## src/rtl/paralelo_serial_tx.sv

```systemverilog
// Parallel-to-serial link driver: COM sync burst, one IDL, then user bytes
// or IDL filler, shifted out MSB first at one bit per clock.
module paralelo_serial_tx #(
  parameter int         N_COM   = 4,
  parameter logic [7:0] COM_SYM = 8'hBC,
  parameter logic [7:0] IDL_SYM = 8'h7C
) (
  input  logic       clk,
  input  logic       reset,
  input  logic [7:0] data_in,
  input  logic       valid_in,
  output logic       ready_out,
  input  logic       resync,
  output logic       serial_out,
  output logic       byte_start,
  output logic       sync_done
);

  localparam int CW = $clog2(N_COM + 1);

  typedef enum logic [1:0] {
    SYNC = 2'd0,
    LOCK = 2'd1,
    RUN  = 2'd2
  } state_t;

  state_t          state, state_d;
  logic [CW-1:0]   com_cnt, com_d;
  logic [7:0]      shift_reg, shift_d;
  logic [2:0]      bit_cnt, bit_d;
  logic            resync_pend, pend_d;

  logic            load;
  logic            do_rs;
  state_t          eff_state;
  logic [CW-1:0]   eff_com;

  assign load       = (bit_cnt == 3'd7);
  assign do_rs      = resync | resync_pend;
  assign serial_out = shift_reg[7];
  assign byte_start = (bit_cnt == 3'd0);
  assign sync_done  = (state == RUN);
  assign ready_out  = (state == RUN) & load
                    & ~resync & ~resync_pend;

  always_ff @(posedge clk or negedge reset) begin
    if (!reset) begin
      state       <= SYNC;
      com_cnt     <= '0;
      shift_reg   <= '0;
      bit_cnt     <= 3'd7;
      resync_pend <= 1'b0;
    end else begin
      state       <= state_d;
      com_cnt     <= com_d;
      shift_reg   <= shift_d;
      bit_cnt     <= bit_d;
      resync_pend <= pend_d;
    end
  end

  // A pending resync turns this load into the first COM of a fresh burst.
  always_comb begin
    state_d   = state;
    com_d     = com_cnt;
    shift_d   = {shift_reg[6:0], 1'b0};
    bit_d     = bit_cnt + 3'd1;
    pend_d    = resync_pend | resync;
    eff_state = do_rs ? SYNC : state;
    eff_com   = do_rs ? '0 : com_cnt;
    if (load) begin
      bit_d  = 3'd0;
      pend_d = 1'b0;
      unique case (eff_state)
        SYNC: begin
          shift_d = COM_SYM;
          if (eff_com == CW'(N_COM - 1)) begin
            state_d = LOCK;
            com_d   = '0;
          end else begin
            state_d = SYNC;
            com_d   = eff_com + CW'(1);
          end
        end
        LOCK: begin
          shift_d = IDL_SYM;
          state_d = RUN;
          com_d   = eff_com;
        end
        RUN: begin
          shift_d = (valid_in & ready_out) ? data_in : IDL_SYM;
          state_d = RUN;
          com_d   = eff_com;
        end
        default: begin
          shift_d = COM_SYM;
          state_d = SYNC;
          com_d   = '0;
        end
      endcase
    end
  end

endmodule

```

## config.mk

```make
export PLATFORM = sky130hd
export DESIGN_NAME = paralelo_serial_tx
export DESIGN_NICKNAME = d
export VERILOG_FILES = /design/src/rtl/paralelo_serial_tx.sv
export SDC_FILE = /design/constraint.sdc
export NUM_CORES = 1
export LEC_CHECK = 0
export CORE_MARGIN = 4
export CORE_UTILIZATION = 53
export CTS_BUF_LIST = sky130_fd_sc_hd__clkbuf_8
export DETAILED_ROUTE_END_ITERATION = 12
export GPL_ROUTABILITY_DRIVEN = 1
export PLACE_DENSITY = 0.8
export SLEW_MARGIN = 20
export SYNTH_ARGS = -nofsm -noshare
export SYNTH_HDL_FRONTEND = slang
export SYNTH_SLANG_ARGS = --single-unit
```

## constraint.sdc

```tcl
create_clock -name clk -period 1.92 [get_ports clk]
set_input_delay 0.288 -clock clk [delete_from_list [all_inputs] [get_ports clk]]
set_output_delay 0.288 -clock clk [all_outputs]
set_load 0.01 [all_outputs]
```

==> impl_metrics.json, run 1 <==
{
  "status": "finished, final reports clean",
  "antenna_found_initial": 0,
  "synthArstFlopShare_pct": 100.0,
  "period_needed_ps": 1842,
  "fin_skew_ps": 2.232,
  "wl_um": 1947,
  "post-dp-hpwl_um": 1495,
  "die-area_um2": 2469,
  "insertion_delay_ps": 250,
  "slew_headroom_pct": 76.79,
  "io_buffers": 15,
  "dr.first_iter.drc_count": 6,
  "p_per_area_nw_per_um2": 551.6,
  "die_w_um": 49.69,
  "tightest_slew_ps": 347.3,
  "netlist.area_leader.share_pct": 38.04,
  "grt_pass1_vias": 748,
  "die_h_um": 49.69,
  "worst_ep_required_time_ps": 1630,
  "ys_top_cells_by_area": "dfrtp_1 38%, ha_1 11%, dfstp_2 8.6%",
  "grt_setup_unrepaired": "no",
  "numCtsBuffers": 3,
  "reg2reg_depth": 6,
  "reg2reg_from": "bit_cnt[0]",
  "syn_nets": 101,
  "worstPathMaxFanout": 3,
  "crit_type": "reg -> out",
  "core_um2": 1577,
  "ys_ff_latch": 17,
  "syn_area_um2": 920.9,
  "grt_max_degree": 18,
  "grt_pass1_wl_um": 3429,
  "tns_ps": 0,
  "vias": 712,
  "clockBufferDepth": 2,
  "startpoint_type": "register",
  "post-route-util_pct": 78.10,
  "grt_overflow": 0,
  "via_per_inst": 5.563,
  "hold_slack_ps": 354.7,
  "synth_common_cells": "14 x dfrtp_1, 8 x ha_1, 8 x inv_1",
  "gp_congestion": 0.7810,
  "yosys.area.top_type": "dfrtp_1",
  "leakage_nw": 0.5913,
  "worstHoldPathType": "in -> async",
  "yosys_warnings": 0,
  "wl_met1_um": 909,
  "synth.most_common_cell": "dfrtp_1",
  "nNetsFinal": 133,
  "crit_path_cell_trace": "ha_1 -> ha_1 -> and3_2 -> dlygate4sd2_1",
  "io-pin-count": 16,
  "drive_gt1_share_pct": 29.46,
  "avgSynthCellArea_um2": 11.37,
  "top_layer_used": "met4",
  "ys.flop_type": "dfrtp_1",
  "p_total_mw": 0.6792,
  "place_ws_ps": -282.2,
  "wl_met3_um": 84,
  "wl_met2_um": 920,
  "post-route-period-util_pct": 95.93,
  "finalHoldViolations": 0,
  "detail-route-antenna-nets": 0,
  "placedInstanceArea_um2": 1184,
  "arrival_ps": 1550,
  "slew_viol_final": 0,
  "reg2reg_setup_slack_ps": 110,
  "synth-edff-count": 0,
  "syn_to_final_growth_pct": 33.70,
  "synthCells": 81,
  "cap_violations": 0,
  "wl_per_cell_um": 15.21,
  "fin_cells": 128,
  "dp.cells": 124,
  "clock.fmax_mhz": 542.9,
  "design_area_um2": 1231,
  "ys_seq_area_share_pct": 46.60,
  "fillers": 102,
  "max_stage_delay_ps": 550,
  "dr.pass1.iters": 4,
  "setup_violations": 0,
  "critPathCaptureType": "output pin",
  "diodes": 0,
  "drc": 0,
  "fin_ws_ps": 78.09,
  "initial_utilization_pct": 58.41,
  "ir_drop_uv": 479.7,
  "post_cts_buffers": 0,
  "htreeDepth": 1,
  "root_buffer": "clkbuf_8",
  "clock-sinks": 17,
  "ys_types": 35,
  "path_clk_slew_ps": 70,
  "cpMostUsedCell": "ha_1",
  "reg2reg_to": "shift_reg[4]",
  "cts_tree": "yes",
  "largest_reg_flops": 8,
  "rows": 14,
  "grt_usage_pct": 18.69,
  "slowest_stage": "dfstp_2"
}
==> per-layer routing <==
| layer | up-vias | track usage [%] |
|---|---|---|
| met3 | 4 | 3.313 |
| met5 | - | 0 |
| met4 | 0 | 11.06 |
| li1 | 348 | - |
| met2 | 12 | 29.96 |
| met1 | 348 | 23.33 |
==> critical path, delay by kind of cell, from the launching register on <==
kind | cells | cell delay (ps)
buffers and inverters | 1 | 260
AND/OR/NAND/NOR | 1 | 160
adder cells (fa/ha/maj) | 2 | 340
flip-flops | 1 | 550
==> how the worst max path moves through the flow <==
stage / start / end / slack, ps / cells after the start
4_1_cts: resync / com_cnt[0] / 9 / 8
5_1_grt: bit_cnt[0] / ready_out / 8 / 4
2_1_floorplan: resync_pend / shift_reg[2] / 200 / 6
3_3_place_gp: resync / com_cnt[0] / -250 / 8
6_report: bit_cnt[0] / ready_out / 80 / 4
3_5_place_dp: resync / com_cnt[0] / -280 / 8
==> kinds of logic (layout without fill, tap and decap cells) <==
group	Yosys count	after routing	share of synthesized area, %
AOI/OAI and AO/OA	17	17	15.22
adders and majority gates	8	8	10.87
buffers and inverters	10	41	4.619
DFF	17	17	46.60
muxes	1	1	1.087
and+or+nand+nor	28	28	21.60
==> area by class of cell <==
| class | instances | area, um2 | area share, % |
|---|---|---|---|
| inverters | 8 | 30.03 | 2.439 |
| well taps | 16 | 20.02 | 1.626 |
| flip-flops and latches | 17 | 429.2 | 34.86 |
| clock inverters | 1 | 5.005 | 0.4065 |
| multi-input cells | 54 | 450.4 | 36.59 |
| repair buffers | 29 | 255.2 | 20.73 |
| clock buffers | 3 | 41.29 | 3.354 |
==> cells in the final DEF (no fill, tap or decap), types with 2 or more instances in the layout <==
| cell type | Yosys | routed |
|---|---|---|
| a22o_1 | 2 | 2 |
| and2_2 | 2 | 2 |
| buf_4 | 1 | 14 |
| clkbuf_8 | 0 | 3 |
| clkdlybuf4s50_1 | 0 | 12 |
| dfrtp_1 | 14 | 14 |
| dfstp_2 | 3 | 3 |
| dlygate4sd2_1 | 0 | 2 |
| ha_1 | 8 | 8 |
| inv_1 | 8 | 8 |
| nand2_1 | 3 | 3 |
| nor2_1 | 3 | 3 |
| nor2b_1 | 4 | 4 |
| o21a_1 | 2 | 2 |
| o21ai_0 | 2 | 2 |
| o311a_1 | 4 | 4 |
| or2_2 | 4 | 4 |
==> where the power goes <==
part | leakage [nW] | switching (mW) | internal, mW
Clock | 0.0255 | 0.128 | 0.144
Combinational | 0.366 | 0.0177 | 0.0275
Sequential | 0.200 | 0.00219 | 0.360
==> repair_timing <==
| action | 4_1_cts | 5_1_grt |
|---|---|---|
| endpoints found under the setup margin | 3 | 7 |
| gates resized for setup | 3 | 1 |
| pin swaps | 0 | 0 |
| hold buffers | 0 | 0 |
No activity file was read; power rests on OpenSTA's default activity.
==> run 2, diff against run 1 <==
- CTS_CLUSTER_DIAMETER: default -> 120
==> results of run 2 <==
Final layout, timing and power as in run 1 (identical DEF).
==> run 3, diff against run 2 <==
- SETUP_SLACK_MARGIN: default -> 0.05
==> run 3 against run 2 <==
Compared with the run above:
- count of clock-buffer cells in the layout stayed put
- flip-flop and latch count stayed put
- clock power hardly changed
- design area stayed put
- register-to-register slack better by 20 ps
- largest power group unchanged
==> impl_metrics.json, run 3 (synthesized netlist as in run 1, its figures left out) <==
{
  "vias": 708,
  "nNetsFinal": 133,
  "place_ws_ps": -282.2,
  "max_stage_delay_ps": 550,
  "wl_met3_um": 60,
  "ff_latch_area_um2": 430.4,
  "grt_overflow": 0,
  "cts_resized": 4,
  "cts_tree": "yes",
  "root_buffer": "clkbuf_8",
  "die-area_um2": 2469,
  "die_w_um": 49.69,
  "grt_pass1_vias": 748,
  "detail-route-antenna-nets": 0,
  "io-pin-count": 16,
  "largest_reg_flops": 8,
  "top_layer_used": "met4",
  "fin_skew_ps": 2.161,
  "syn_to_final_growth_pct": 33.70,
  "status": "finished, final reports clean",
  "reg2reg_setup_slack_ps": 130,
  "path_clk_slew_ps": 70,
  "wl_per_cell_um": 15.22,
  "setup_violations": 0,
  "worstPathMaxFanout": 7,
  "reg2reg_from": "bit_cnt[0]",
  "insertion_delay_ps": 250,
  "grt_usage_pct": 18.69,
  "htreeDepth": 1,
  "ir_drop_uv": 478.0,
  "clock-sinks": 17,
  "drive_gt1_share_pct": 32.14,
  "io_buffers": 15,
  "tns_ps": 0,
  "hold_slack_ps": 354.5,
  "slew_viol_final": 0,
  "multi_input_comb_area_um2": 452.9,
  "critPathCaptureType": "register",
  "wl_met2_um": 913,
  "startpoint_type": "register",
  "dr.pass1.iters": 4,
  "numCtsBuffers": 3,
  "crit_path_cell_trace": "ha_1 -> ha_2 -> buf_6 -> nand2_2 -> or2_1 -> o311a_1",
  "period_needed_ps": 1788,
  "clock.fmax_mhz": 559.2,
  "p_per_area_nw_per_um2": 551.1,
  "fillers": 105,
  "core_um2": 1577,
  "reg2reg_depth": 6,
  "cap_violations": 0,
  "reg2reg_to": "shift_reg[4]",
  "grt_max_degree": 18,
  "tightest_slew_ps": 349.0,
  "leakage_nw": 0.5764,
  "layout_common_cells": "13 x dfrtp_1, 13 x buf_4, 12 x clkdlybuf4s50_1, 8 x inv_1, 7 x ha_1",
  "grt_pass1_wl_um": 3429,
  "antenna_found_initial": 0,
  "post-dp-hpwl_um": 1495,
  "drc": 0,
  "slew_headroom_pct": 76.67,
  "fin_cells": 128,
  "slowest_stage": "dfstp_2",
  "wl_met1_um": 940,
  "clockBufferDepth": 2,
  "diodes": 0,
  "dr.first_iter.drc_count": 6,
  "dp.cells": 124,
  "wl_um": 1948,
  "worst_ep_required_time_ps": 2060,
  "fin_ws_ps": 131.6,
  "finalHoldViolations": 0,
  "initial_utilization_pct": 58.41,
  "grt_setup_unrepaired": "no",
  "post-route-period-util_pct": 93.14,
  "arrival_ps": 1930,
  "rows": 14,
  "post_cts_buffers": 0,
  "gp_congestion": 0.7810,
  "worstHoldPathType": "in -> async",
  "hold_buffers": 0,
  "die_h_um": 49.69,
  "via_per_inst": 5.531,
  "crit_type": "reg -> reg",
  "p_total_mw": 0.6785
}
run 3: how the worst max path moves through the flow:
stage / startpoint / end / cells past startpoint
floorplan: resync_pend / shift_reg[2] / 6
global placement: resync / com_cnt[0] / 8
detailed placement: resync / com_cnt[0] / 8
CTS: bit_cnt[0] / ready_out / 4
global route: bit_cnt[0] / shift_reg[2] / 6
finish: bit_cnt[0] / shift_reg[4] / 6
run 3: through the flow:
| stage | area, um2 | util [%] |
|---|---|---|
| after floorplan | 920.9 | - |
| after global placement | 1184 | 75.08 |
| after detailed placement | 1184 | 75.08 |
| after CTS | 1227 | 77.86 |
| after global routing | 1231 | 78.10 |
| final | 1231 | 78.10 |
run 3: layer usage:
metal	up-vias	track usage (%)
met4	0	11.06
met5	-	0
met1	346	23.33
met3	4	3.313
met2	10	29.96
li1	348	-
run 3: power by group:
group | switching (mW) | leakage, nW | total [mW] | internal (mW)
clock | 0.128 | 0.0255 | 0.272 | 0.144
sequential | 0.00218 | 0.199 | 0.362 | 0.360
combinational | 0.0175 | 0.352 | 0.0445 | 0.0270
run 3: worst max-delay path, delay by kind of cell, from the launching register on:
family / cells / cell delay [ps]
and+or+nand+nor: 2 / 340
adders and majority gates: 2 / 360
DFF: 1 / 550
AOI/OAI and AO/OA: 1 / 300
buffers and inverters: 1 / 130
run 3: layout make-up:
class	count	share of cell area (%)
flip-flops and latches	17	34.96
inverters	8	2.439
well taps	16	1.626
repair buffers	29	20.43
clock inverters	1	0.4065
clock buffers	3	3.354
multi-input cells	54	36.79
==> patch 1 (settings of run 1) <==
Take the reset off `shift_reg` and load it in a clocked block of its own.
--- a/src/rtl/paralelo_serial_tx.sv
+++ b/src/rtl/paralelo_serial_tx.sv
@@ -47,16 +47,18 @@
     if (!reset) begin
       state       <= SYNC;
       com_cnt     <= '0;
-      shift_reg   <= '0;
       bit_cnt     <= 3'd7;
       resync_pend <= 1'b0;
     end else begin
       state       <= state_d;
       com_cnt     <= com_d;
-      shift_reg   <= shift_d;
       bit_cnt     <= bit_d;
       resync_pend <= pend_d;
     end
+  end
+
+  always_ff @(posedge clk) begin
+    shift_reg <= shift_d;
   end
 
   // A pending resync turns this load into the first COM of a fresh burst.
Check against the original RTL: not equivalent (a bounded check fails within 4 cycles, from zero or initial values and one cycle with reset low).
==> patch 1 against run 1 <==
  * The flow now finishes with violations (negative setup slack)
  * Count of clock-buffer cells in the layout unchanged
  * Setup slack worse by 0.17 ns
  * Total power fell by 4.1%
  * Maximum frequency down 8.4%
  * Critical path type unchanged
  * Sequential cell count did not move
  * Die area down 7.3%
  * Routed wire length up 0.10%
  * Final area shrank 3.9%
  * Critical endpoint unchanged
  * Combinational power shrank 16%
  * Synthesized area shrank 8.7%
==> patch 1: results (changes against run 1) <==
Detailed routing
The vias per cell is 5.43 (was 5.56). The post-detailed-route wirelength per cell is 15.1 um (was 15.2 um). The violation count after the first detailed-route iteration was 8 (was 6).

STA
The slew at the pin closest to its max-slew limit is 0.397 ns (was 0.347 ns). The total of endpoints with negative setup slack in the final report is 1 (was 0). The final setup TNS is -0.0916 ns (was 0 ns). The worst clock skew is 0.00406 ns (was 0.00223 ns).

The final critical-path setup slack is -0.0916 ns (was 0.0781 ns).

Synth
The flip-flop cell with the highest count after synthesis is sky130_fd_sc_hd__dfxtp_1 (was sky130_fd_sc_hd__dfrtp_1). Commonest cells in the netlist: sky130_fd_sc_hd__dfxtp_1 (8), sky130_fd_sc_hd__ha_1 (8), sky130_fd_sc_hd__dfrtp_1 (6), sky130_fd_sc_hd__inv_1 (6), sky130_fd_sc_hd__nand2_1 (6) (was sky130_fd_sc_hd__dfrtp_1 (14), sky130_fd_sc_hd__ha_1 (8), sky130_fd_sc_hd__inv_1 (8)). Leading cell types by total area after synthesis: sky130_fd_sc_hd__dfxtp_1 (19%), sky130_fd_sc_hd__dfrtp_1 (18%), sky130_fd_sc_hd__ha_1 (12%), sky130_fd_sc_hd__dfstp_2 (9.4%), sky130_fd_sc_hd__o311a_1 (4.8%) (was sky130_fd_sc_hd__dfrtp_1 (38%), sky130_fd_sc_hd__ha_1 (11%), sky130_fd_sc_hd__dfstp_2 (8.6%), sky130_fd_sc_hd__o311a_1 (4.3%), sky130_fd_sc_hd__inv_1 (3.3%)).

Run status
The checks that failed: negative setup slack. Result of the run: finished with violations (was finished clean).

Global routing
The first-pass GRT wire length was 3170 um (was 3430 um). The number of global-route vias before repair is 708 (was 748). The global-route met1 utilization was 26.3% (was 23.3%). The largest net degree at the start of global routing is 16 (was 18). The routing usage on met3 came to 3.38% (was 3.31%).

Worst setup path
The capturing point of the worst reg2reg path is shift_reg[3]$_DFF_P_ (was shift_reg[4]$_DFF_PN0_).

Placed design
The weighted congestion reported at the end of routability-driven placement came to 0.791 (was 0.781). The cell count after placement is 125 (was 124). The placed instance area is 1100 um^2 (was 1180 um^2).

Finish
The share of final-layout standard cells stronger than drive strength 1 is 24.8% (was 29.5%). The final cell count without fillers was 129 (was 128).

Power and ir drop
The maximum vdd ir drop is 0.428 mV (was 0.480 mV).
patch 1: cell types whose count changed after synthesis, sizes merged, moves of 2 or more:
cell   delta
buf       -2
dfrtp     -8
dfxtp     +8
nand2     +2
nor3      +4
o21a      -2
o21ai     +2
patch 1: timing repair:
item | in CTS | in global routing
resized for setup | 13 | 2
pin swaps | 1 | 1
endpoints found under the setup margin | 3 | 6
patch 1: cell type report:
class / count / area [um^2] / area share [%]
clock inverters: 1 / 3.75 / 0.317
well taps: 16 / 20.0 / 1.69
inverters: 7 / 26.3 / 2.22
clock buffers: 3 / 41.3 / 3.49
flip-flops and latches: 17 / 389 / 32.9
repair buffers: 28 / 244 / 20.6
multi-input cells: 57 / 459 / 38.8
patch 1: power by group:
part | leakage [nW] | switching [mW] | internal [mW]
combinational | 0.343 | 0.0129 | 0.0252
clock | 0.0269 | 0.113 | 0.142
sequential | 0.174 | 0.00150 | 0.357
patch 1: worst min path at each step:
stage               slack [ns]                      to  depth (start not counted)
floorplan               -0.008  com_cnt[0]$_DFFE_PN0N_                          0
global placement          0.42    shift_reg[1]$_DFF_P_                          1
detailed placement        0.42    shift_reg[1]$_DFF_P_                          1
CTS                       0.34  com_cnt[0]$_DFFE_PN0N_                          1
global route              0.36  com_cnt[2]$_DFFE_PN0N_                          1
finish                    0.33  com_cnt[0]$_DFFE_PN0N_                          1
patch 1: metal layers:
layer / share of wire, % / up-vias
li1: - / 354
met1: 46 / 337
met2: 51 / 8
met3: 2.0 / 2
met4: 0.72 / 0
met5: 0 / -
patch 1: logic make-up after synthesis:
kind of cell    Yosys count  synth area share (%)
compound gates           17                  16.1
fa+ha+maj                 8                  11.9
buf+inv                   8                  3.57
flops                    17                  46.3
mux                       1                  1.19
simple gates             31                  21.0
==> patch 2 (settings of run 1) <==
Made on the original files. The parameter `N_COM` goes from 4 to 8.
--- a/src/rtl/paralelo_serial_tx.sv
+++ b/src/rtl/paralelo_serial_tx.sv
@@ -1,7 +1,7 @@
 // Parallel-to-serial link driver: COM sync burst, one IDL, then user bytes
 // or IDL filler, shifted out MSB first at one bit per clock.
 module paralelo_serial_tx #(
-  parameter int         N_COM   = 4,
+  parameter int         N_COM   = 8,
   parameter logic [7:0] COM_SYM = 8'hBC,
   parameter logic [7:0] IDL_SYM = 8'h7C
 ) (
Behaviour: no difference found for any inputs over 10 cycles, from zero or initial values and one cycle with reset low; that may be too few to reach the edited logic, so the function may still have changed.
==> patch 2 against run 1 <==
  * Critical path type is now register to register
  * Routed wire length is 13% higher
  * Final area up 8.9%
  * Cell count is 13% higher
  * Clock power is 3% lower
  * Combinational power is 4% higher
  * Synthesized cell count up 9.9%
  * Register-to-register slack worse by 0.04 ns
  * Largest power group unchanged
  * Setup slack worse by 0.011 ns
  * Hold slack gained 0.0017 ns
  * Global-route usage up 0.15 points
  * Total power increased by 2.2%
  * Synthesized area is 4.9% higher
  * Sequential cell count increased by 1
==> patch 2: results (changes against run 1) <==
Synth
Commonest cells in the netlist: sky130_fd_sc_hd__dfrtp_1 (15), sky130_fd_sc_hd__ha_1 (8), sky130_fd_sc_hd__inv_1 (6), sky130_fd_sc_hd__or2_2 (6) (was sky130_fd_sc_hd__dfrtp_1 (14), sky130_fd_sc_hd__ha_1 (8), sky130_fd_sc_hd__inv_1 (8)). Leading cell types by total area after synthesis: sky130_fd_sc_hd__dfrtp_1 (39%), sky130_fd_sc_hd__ha_1 (10%), sky130_fd_sc_hd__dfstp_2 (8.2%), sky130_fd_sc_hd__o311a_1 (4.1%), sky130_fd_sc_hd__or2_2 (3.9%) (was sky130_fd_sc_hd__dfrtp_1 (38%), sky130_fd_sc_hd__ha_1 (11%), sky130_fd_sc_hd__dfstp_2 (8.6%), sky130_fd_sc_hd__o311a_1 (4.3%), sky130_fd_sc_hd__inv_1 (3.3%)). The number of distinct library cells after synthesis is 29 (was 35). The per-instance average area after synthesis is 10.9 um^2 (was 11.4 um^2).

Global routing
The largest net degree at the start of global routing was 19 (was 18). The routing usage on met3 was 3.26% (was 3.31%). The first-pass GRT wire length is 3590 um (was 3430 um). The global-route met1 utilization is 23.2% (was 23.3%). The combined global-route utilization of all metal layers is 18.8% (was 18.7%). The number of global-route vias before repair is 815 (was 748).

The met2 track utilization from global routing is 31.3% (was 30.0%).

Placed design
The cell count after placement is 141 (was 124). The weighted congestion reported at the end of routability-driven placement is 0.869 (was 0.781). The total half-perimeter wirelength after legalization and detailed placement came to 1610 um (was 1500 um). The placed instance area is 1240 um^2 (was 1180 um^2).

Detailed routing
The routed wire length on met2 is 1070 um (was 920 um). The violation count after the first detailed-route iteration is 15 (was 6). The post-detailed-route wirelength per cell came to 15.1 um (was 15.2 um). The met3 wire length came to 61 um (was 84 um).

Finish
The share of final-layout standard cells stronger than drive strength 1 is 33.3% (was 29.5%). The fraction of area in clock buffers and inverters was 3.36% (was 3.76%). The register area was 454 um^2 (was 429 um^2).

The number of combinational gates with multiple inputs is 63 (was 54). The multi-input combinational area share is 39.5% (was 36.6%). The non-clock buffering overhead in the final layout came to 19.3% (was 20.7%). The area overhead of the layout relative to synthesis is 38.9% (was 33.7%).

Power and ir drop
The leakage component of the power is 0.630 nW (was 0.591 nW). The maximum vdd ir drop is 0.499 mV (was 0.480 mV).

Worst setup path
The data arrival time of the critical path came to 2.05 ns (was 1.55 ns).

CTS
The clock sink count is 18 (was 17).

STA
The worst-case headroom to the max-slew limit is 78.9% (was 76.8%).

Run status
Result of the run: finished clean (unchanged).
## patch 2: worst max-delay path, cell delays in order (launching register included)
cell and delay, ns:
sky130_fd_sc_hd__dfstp_2 0.54, sky130_fd_sc_hd__ha_1 0.17, sky130_fd_sc_hd__ha_2 0.20, sky130_fd_sc_hd__buf_4 0.19, sky130_fd_sc_hd__nand3b_1 0.21, sky130_fd_sc_hd__o311ai_2 0.30
sky130_fd_sc_hd__a22o_1 0.18
## patch 2: kinds of logic (layout without fill, tap and decap cells)
| family | after synthesis | count (layout) | synth area share [%] |
|---|---|---|---|
| simple gates | 36 | 36 | 22.4 |
| flops | 18 | 18 | 47.0 |
| fa+ha+maj | 8 | 8 | 10.4 |
| mux | 2 | 2 | 2.33 |
| compound gates | 17 | 17 | 14.8 |
| buf+inv | 8 | 39 | 3.11 |
## patch 2: report_power, final
part | leakage, nW | switching, mW | internal [mW] | total, mW
clock | 0.0269 | 0.123 | 0.142 | 0.265
combinational | 0.390 | 0.0191 | 0.0278 | 0.0469
sequential | 0.214 | 0.00194 | 0.381 | 0.383
total | 0.630 | 0.144 | 0.550 | 0.694
## patch 2: path summary, 6_finish.rpt
| path | slack, ns | end | cells after the start |
|---|---|---|---|
| max | 0.07 | com_cnt[3]$_DFFE_PN0N_ | 6 |
| min | 0.36 | shift_reg[0]$_DFF_PN0_ | 2 |
| max reg2reg | 0.07 | com_cnt[3]$_DFFE_PN0N_ | 6 |
| min reg2reg | 0.49 | shift_reg[1]$_DFF_PN0_ | 1 |
| max in group asynchronous | 1.30 | bit_cnt[1]$_DFF_PN1_ | 2 |
| min in group clk | 0.49 | shift_reg[1]$_DFF_PN0_ | 1 |
## patch 2: timing repair
item	in CTS	in global routing
pin swaps	1	1
hold buffers	0	0
setup endpoints to repair	2	9
cloned	0	0
gates resized for setup	5	7
